[config.mk]
export PLATFORM = sky130hd
export DESIGN_NAME = cram_sequencer
export DESIGN_NICKNAME = d
export VERILOG_FILES = /design/src/rtl/cram_pkg.sv /design/src/rtl/cram_stack.sv /design/src/rtl/cram_sequencer.sv
export SDC_FILE = /design/constraint.sdc
export NUM_CORES = 1
export LEC_CHECK = 0
export ABC_AREA = 0
export BUFFER_PORTS_ARGS = -buffer_cell sky130_fd_sc_hd__buf_4
export CAP_MARGIN = 20
export CORE_MARGIN = 2
export CORE_UTILIZATION = 25
export DETAILED_ROUTE_END_ITERATION = 12
export GPL_TIMING_DRIVEN = 0
export PLACE_DENSITY = 0.46
export SETUP_SLACK_MARGIN = 0.4
export SLEW_MARGIN = 20
export SYNTH_ARGS = -nofsm -noshare
export SYNTH_HDL_FRONTEND = slang
export SYNTH_SLANG_ARGS = --single-unit
[constraint.sdc]
create_clock -name clk -period 3.7 [get_ports clk]
set_input_delay 0.185 -clock clk [delete_from_list [all_inputs] [get_ports clk]]
set_output_delay 0.185 -clock clk [all_outputs]
set_load 0.02 [all_outputs]
[src/rtl/cram_pkg.sv]
// Shared constants and the next-address source encoding for the CRAM sequencer.
package cram_pkg;

   localparam int          ADR_W           = 11;
   localparam logic [10:0] FORCE_ADR       = 11'o1777;
   localparam int          STACK_DEPTH_DEF = 16;

   typedef enum logic [2:0] {
      FORCE,
      HOLD,
      RET,
      DRAM,
      DISP,
      SKIP,
      JUMP
   } nxt_src_e;

endpackage

[src/rtl/cram_stack.sv]
// Return-address call stack: push, pop and replace-top, with sticky overflow and
// underflow flags. An empty stack reads its top as zero.
module cram_stack
   import cram_pkg::*;
#(
   parameter int DEPTH = STACK_DEPTH_DEF,
   parameter int W     = ADR_W
) (
   input  logic         clk,
   input  logic         reset,
   input  logic         push,
   input  logic         pop,
   input  logic         replace,
   input  logic [W-1:0] din,
   output logic [W-1:0] top,
   output logic [4:0]   depth,
   output logic         ovf,
   output logic         unf
);

   localparam int         PTR_W = (DEPTH > 1) ? $clog2(DEPTH) : 1;
   localparam logic [4:0] FULL  = 5'(DEPTH);

   logic [W-1:0]     mem_q [DEPTH];
   logic [4:0]       depth_q, depth_d;
   logic             ovf_q, ovf_d;
   logic             unf_q, unf_d;
   logic             wr_en;
   logic [PTR_W-1:0] wr_idx;
   logic [PTR_W-1:0] top_idx;

   always_comb begin
      top_idx = PTR_W'(depth_q - 5'd1);
      depth_d = depth_q;
      ovf_d   = ovf_q;
      unf_d   = unf_q;
      wr_en   = 1'b0;
      wr_idx  = top_idx;
      // Replace on an empty stack is an underflow that still lands in entry 0.
      if (replace) begin
         wr_en = 1'b1;
         if (depth_q == 5'd0) begin
            unf_d   = 1'b1;
            wr_idx  = '0;
            depth_d = 5'd1;
         end
      end else if (push) begin
         if (depth_q == FULL) begin
            ovf_d = 1'b1;
         end else begin
            wr_en   = 1'b1;
            wr_idx  = PTR_W'(depth_q);
            depth_d = depth_q + 5'd1;
         end
      end else if (pop) begin
         if (depth_q == 5'd0) begin
            unf_d = 1'b1;
         end else begin
            depth_d = depth_q - 5'd1;
         end
      end
   end

   always_ff @(posedge clk) begin
      if (reset) begin
         depth_q <= 5'd0;
         ovf_q   <= 1'b0;
         unf_q   <= 1'b0;
      end else begin
         depth_q <= depth_d;
         ovf_q   <= ovf_d;
         unf_q   <= unf_d;
      end
   end

   // NOTE: stack storage has no reset; entries above depth_q are never read.
   always_ff @(posedge clk) begin
      if (wr_en && !reset) begin
         mem_q[wr_idx] <= din;
      end
   end

   assign top   = (depth_q == 5'd0) ? '0 : mem_q[top_idx];
   assign depth = depth_q;
   assign ovf   = ovf_q;
   assign unf   = unf_q;

endmodule

[src/rtl/cram_sequencer.sv]
// CRAM next-address sequencer: prioritised source select feeding the cradr
// register, with a call stack for subroutine return dispatch.
module cram_sequencer #(
   parameter int STACK_DEPTH = cram_pkg::STACK_DEPTH_DEF,
   parameter int ADR_W       = cram_pkg::ADR_W
) (
   input  logic             clk,
   input  logic             reset,
   input  logic             clkForce1777,
   input  logic             stall,
   input  logic [ADR_W-1:0] j,
   input  logic             call,
   input  logic             ret,
   input  logic             dispEn,
   input  logic [3:0]       dispIn,
   input  logic             dramEn,
   input  logic [9:0]       DRAMj,
   input  logic             skipEn,
   input  logic             skipTrue,
   output logic [ADR_W-1:0] cradr,
   output logic [4:0]       stackDepth,
   output logic             stackErr
);

   cram_pkg::nxt_src_e src;
   logic [ADR_W-1:0]   cradr_q, cradr_d;
   logic [ADR_W-1:0]   stk_top;
   logic               stk_push, stk_pop, stk_replace;
   logic               stk_ovf, stk_unf;

   always_comb begin
      if (clkForce1777)  src = cram_pkg::FORCE;
      else if (stall)    src = cram_pkg::HOLD;
      else if (ret)      src = cram_pkg::RET;
      else if (dramEn)   src = cram_pkg::DRAM;
      else if (dispEn)   src = cram_pkg::DISP;
      else if (skipEn)   src = cram_pkg::SKIP;
      else               src = cram_pkg::JUMP;
   end

   // Addresses are formed by OR only, so the microcode never sees a carry.
   always_comb begin
      cradr_d = j;
      unique case (src)
         cram_pkg::FORCE: cradr_d = ADR_W'(cram_pkg::FORCE_ADR);
         cram_pkg::HOLD:  cradr_d = cradr_q;
         cram_pkg::RET:   cradr_d = stk_top | j;
         cram_pkg::DRAM:  cradr_d = {j[ADR_W-1:10], DRAMj};
         cram_pkg::DISP:  cradr_d = j | ADR_W'(dispIn);
         cram_pkg::SKIP:  cradr_d = j | ADR_W'(skipTrue);
         default:         cradr_d = j;
      endcase
   end

   // A trap saves the interrupted address; a stall freezes the stack entirely.
   always_comb begin
      stk_push    = clkForce1777 || (!stall && call && !ret);
      stk_pop     = !clkForce1777 && !stall && ret && !call;
      stk_replace = !clkForce1777 && !stall && ret && call;
   end

   // NOTE: sequential state uses non-blocking assignments only.
   always_ff @(posedge clk) begin
      if (reset) begin
         cradr_q <= '0;
      end else begin
         cradr_q <= cradr_d;
      end
   end

   cram_stack #(
      .DEPTH (STACK_DEPTH),
      .W     (ADR_W)
   ) u_stack (
      .clk     (clk),
      .reset   (reset),
      .push    (stk_push),
      .pop     (stk_pop),
      .replace (stk_replace),
      .din     (cradr_q),
      .top     (stk_top),
      .depth   (stackDepth),
      .ovf     (stk_ovf),
      .unf     (stk_unf)
   );

   assign cradr    = cradr_q;
   assign stackErr = stk_ovf | stk_unf;

endmodule

Word level (Yosys, flattened, before mapping)
Memory sizes are Yosys's and may differ from the RTL's.
Index checks and enable logic that the tools add are counted.
{ "totals": {"out_inout_bits": 17, "mem_count": 1, "reg_bits": 18, "ramBits": 176, "input_bits": 35, "elab_cells": 69} }
{ "op_classes": {"n_reduce_logical": 20, "n_addsub": 2, "eq_ne": 10, "mux": 27, "bitwise": 5} }
{ "memory_table": {"columns": ["name", "words", "width", "read_ports", "rd_clocked_by_memory_dff", "write_ports", "line", "source"], "rows": [
  ["u_stack.mem_q", 16, 11, 1, 0, 1, "cram_stack.sv:24", "logic [W-1:0] mem_q [DEPTH];"]
]} }
{ "op_table": {"columns": ["operator", "count"], "rows": [
  ["$pmux W11 S6", 1],
  ["$mux W5", 6],
  ["$mux W4", 4],
  ["$mux W3", 4],
  ["$mux W11", 1],
  ["$or A11 B1 Y11", 1],
  ["$or A11 B11 Y11", 1],
  ["$or A11 B4 Y11", 1],
  ["$mux W1", 9],
  ["$logic_and A1 B1 Y1", 7],
  ["$eq A3 B2 Y1 const B", 2],
  ["$eq A3 B3 Y1 const B", 2],
  ["$ne A3 B3 Y1 const B", 2],
  ["$add A5 B1 Y5 const B", 1],
  ["$eq A5 B5 Y1 const B", 1],
  ["$logic_not A1 Y1", 5],
  ["$logic_not A5 Y1", 1],
  ["$sub A5 B1 Y5 const B", 1],
  ["$mux W2", 2],
  ["$ne A2 B1 Y1 const B", 2],
  ["$reduce_and A4 Y1", 1],
  ["$eq A3 B1 Y1 const B", 1],
  ["$logic_not A3 Y1", 1],
  ["$reduce_and A3 Y1", 1],
  ["other kinds (6)", 6]
]} }

Longest topological paths before layout
{ "depth": {"ltp_word": 9, "mapped_depth": 10, "ltp_nobuf": 7} }

Hierarchy
A second synthesis with hierarchy kept.
{ "hier_totals": {"cells_unflattened": 480, "area_unflattened_um2": 8205.4} }
{ "modules_own_cells": {"columns": ["module", "seq_area_each_um2", "area_each_um2", "n_inst", "cells_per_inst"], "rows": [
  ["cram_stack", 5425.2, 7430.9, 1, 379],
  ["cram_sequencer", 220.2, 774.5, 1, 101]
]} }

Least setup slack after synthesis
No wires, ideal clock.
{ "synth_path": {"kind": "register to register", "start": "register u_stack.depth_q[0], in the netlist u_stack.depth[0]", "end": "memory u_stack.mem_q[12][0] in the netlist's numbering, enable pin", "required_ps": 3292, "arrival_ps": 3040, "stages_incl_launch_ff": 9, "setup_slack_ps": 252, "setup_time_ps": 408, "path_buffers": 1, "period_less_slack_ps": 3448, "cell_sequence": "dfxtp_1 buf_2 inv_1 ha_1 or3b_4 o21ai_2 a21oi_2 a311o_2 nor4_1"} }
{ "synth_between": {"elab_chain_len": 7, "elab_cells_between_ends": 13, "classes_between": "add/sub (1); eq/ne (1); mux (9); reduce/logical (2)"} }
{ "synth_lines": {"columns": ["element", "line", "source"], "rows": [
  ["start, declared", "cram_stack.sv:25", "logic [4:0] depth_q, depth_d;"],
  ["start signal, assigned", "cram_stack.sv:70", "depth_q <= depth_d;"],
  ["$eq A5 B5 Y1", "cram_stack.sv:48", "if (depth_q == FULL) begin"],
  ["$mux W1", "cram_stack.sv:48", null],
  ["$mux W1", "cram_stack.sv:47", "end else if (push) begin"],
  ["$mux W1", "cram_stack.sv:40", "if (replace) begin"],
  ["$logic_and A1 B1 Y1", "cram_stack.sv:78", "if (wr_en && !reset) begin"],
  ["$mux W1", "cram_stack.sv:78", null],
  ["$mux W1 (implied by the code)", "cram_stack.sv:79", "mem_q[wr_idx] <= din;"],
  ["end, declared", "cram_stack.sv:24", null]
]} }
Parallel ways exist; a longest one is shown, timed or not.

Worst setup path in the final report
{ "layout_path": {"start": "register u_stack.depth_q[0], in the netlist u_stack.depth[0]", "end": "memory u_stack.mem_q[10][9] in the netlist's numbering, enable pin"} }
Same word-level chain as after synthesis.

==> impl_metrics.ini <==
[run_status]
status = finished, final reports clean

[clocking]
clock_latency_ns = 0.43
cts_sinks = 194
cts_buffer_depth = 2
cts-hold-fix-buffers = 0
clock-root-buffer = clkbuf_16
htree_levels = 4
clkTransAtPathRegs_ns = 0.08
cts_tree = done
cts_made_buffers = 17

[global_routing]
grtUsageTotal_pct = 12.6
grt.overflow.total = 0
antenna_found_initial = 0
first_global_vias = 5127
grt_max_degree = 22
grt_pass1_wl_um = 32400

[setup_path]
worstPathRequired_ns = 3.84
crit_path_end_kind = flop
cp_common_cell = buf_2
cp_slowest_cell = dfxtp_2
worst_ep_arrival_time_ns = 3.30
critPathKind = flop to flop
cp_slowest_stage_delay_ns = 0.40
cp-start-kind = flop
worst-path-max-fanout = 8
crit_chain = clkbuf_4, clkinvlp_4, ha_1, nand4bb_1, o21ai_0, a21oi_2, a21bo_1, buf_2, nor4_2, buf_2

[power_and_ir_drop]
p_switching_w = 0.00230
peakVddDrop_mv = 0.354
power.density_nw_per_um2 = 635
p_seq_share_pct = 40.3
swShare_pct = 34.6
combPwrFrac_pct = 31.8
p_leak_nw = 3.45
intPower_w = 0.00436
p_clk_share_pct = 27.9

[finish]
drive_gt1_share_pct = 37.8
layout.nets = 634
fin_util_pct = 31.5
antenna_cells = 0
finalNonFillerCells = 1057
syn_to_final_growth_pct = 24.8

[synthesis]
yosysWarnings = 0
synth_fa_ha_area_share_pct = 0.447
ys_ff_latch = 194
ys_types = 66
synthTopCellsByArea = edfxtp_1 63%, mux4_2 12%, dfxtp_1 4.3%
synth_edf_count = 176
ys_seq_area_share_pct = 67.3
synth.area.mux_share_pct = 14.7
syn_area_sq_um = 8390
synthArstFlopShare_pct = 0
synth_simple_gate_area_share_pct = 8.21
yosys-top-cells-count = 176 x edfxtp_1, 43 x mux4_2, 35 x nor2_1
yosys.area.top_type = edfxtp_1
synthesis.nets = 528
synthCells = 490
synthXorXnorAreaFrac_pct = 0.432
yosysMostFrequentCell = edfxtp_1
synth_top_family_by_area = multiplexers
synth_compound_area_share_pct = 6.77
synth_top_area_share_pct = 63.0
synth_top_flop_cell = edfxtp_1
synth.avg_cell_area_sq_um = 17.1

[floorplan]
ioPinCount = 52
initial_core_util_pct = 25.2
coreArea_sq_um = 33300
design.die.area_sq_um = 35100
dieHeight_um = 187
num_rows = 67
die_w_um = 187

[routing]
vias_per_cell = 4.79
drt_wl_total_um = 21900
dr.pass1.iters = 5
ant_nets = 0
initialDrtViolationCount = 540
wire_per_inst_um = 20.7
drc = 0
num_vias = 5059

[hold_path]
hold_class = primary input to flop

[sta]
rsz0062_at_grt = no
setup_viol = 0
skew_ns = 0.0106
hold-worst-slack_ns = 0.107
maxSlewViolCount = 0
layout_min_cycle_time_ns = 3.16
finalCritPeriodShare_pct = 85.5
tightest_slew_ns = 0.891
final_hold_viol_count = 0
max_freq_mhz = 316
setup_tns_ns = 0
slew_headroom_pct = 40.6

[place]
dp.cells = 1011
gp_congestion = 0.844
port_buffers = 49
dp_hpwl_um = 15800

[flow_run]
drv_cap = 0
critical path: cells and delay by family (launching register included):
family                     cells  cell delay (ns)
and+or+nand+nor                2             0.55
buffers and inverters          4             0.96
DFF                            1             0.40
adders and majority gates      1             0.30
AOI/OAI and AO/OA              3             0.64
path summary, 6_finish.rpt:
path	start	end	slack, ns	depth (start not counted)
min	j[0]	cradr[0]	0.11	3
max reg2reg	u_stack.depth[0]	u_stack.mem_q[10][9]	0.54	10
max	u_stack.depth[0]	u_stack.mem_q[10][9]	0.54	10
min reg2reg	u_stack.unf	u_stack.unf	0.47	2
through the flow:
stage / cell area [sq um] / setup WS [ns] / total power [W]
global placement: 9350 / -1.36 / 0.00468
detailed placement: 9660 / -0.117 / 0.00480
finish: 10500 / 0.538 / 0.00666
floorplan: 8420 / 0.252 / 0.00403
global route: 10500 / 0.452 / 0.00694
CTS: 10400 / 0.387 / 0.00671
metal layers:
metal	global-route usage [%]	vias to the layer above	routed length, um
met2	20.4	182	10400
met4	3.85	0	409
met1	16.9	2635	9960
met5	0	-	0
li1	-	2218	-
met3	2.87	24	1200
cell usage in the layout, fill, tap and decap left out, types with 4 or more instances in the layout:
cell / n
nor2_1: 35
clkinv_8: 6
nor4_4: 13
o221a_1: 6
a31oi_1: 7
mux2i_1: 22
o211ai_1: 8
o21ai_0: 12
inv_1: 4
a2bb2oi_1: 6
nand2b_1: 6
buf_6: 13
nor3_2: 6
edfxtp_1: 176
clkbuf_16: 17
clkbuf_1: 6
mux2_2: 4
nand3_1: 6
mux4_2: 43
nand2_1: 17
dfxtp_1: 17
a21oi_1: 6
buf_4: 75
buf_2: 16
power groups by stage:
stage	Sequential [W]	Clock (W)	Combinational (W)
6_report	0.00268	0.00186	0.00212
5_1_grt	0.00270	0.00198	0.00226
4_1_cts	0.00269	0.00190	0.00212
3_5_place_dp	0.00274	0	0.00206
3_3_place_gp	0.00273	0	0.00195
2_1_floorplan	0.00271	0	0.00132
final cells by class:
cell class	instances	area [sq um]
Clock buffer	18	429
Fill cell	3284	22800
Inverter	5	22.5
Buffer	28	170
Clock inverter	14	183
Timing Repair Buffer	87	668
Multi-Input combinational cell	263	2800
Tap cell	448	561
Sequential cell	194	5650
sequential cells by signal (all words and copies together), names as in the netlist:
| register | flops |
|---|---|
| u_stack.mem_q | 176 |
| cradr | 11 |
| u_stack.depth | 5 |
| u_stack.ovf | 1 |
| u_stack.unf | 1 |
repair_timing:
action	CTS	global route
pin swaps	7	4
setup endpoints to repair	137	107
setup buffers	8	6
resized for setup	10	10
endpoints found under the hold margin	0	0
cloned	0	0
cell families (layout without fill, tap and decap cells):
| group | Yosys count | after routing |
|---|---|---|
| DFF | 194 | 194 |
| and+or+nand+nor | 116 | 116 |
| AOI/OAI and AO/OA | 73 | 73 |
| muxes | 69 | 69 |
| buffers and inverters | 33 | 152 |
| adders and majority gates | 3 | 3 |
| xor gates and xnor gates | 2 | 2 |
Power figures use the tool's default switching activity.
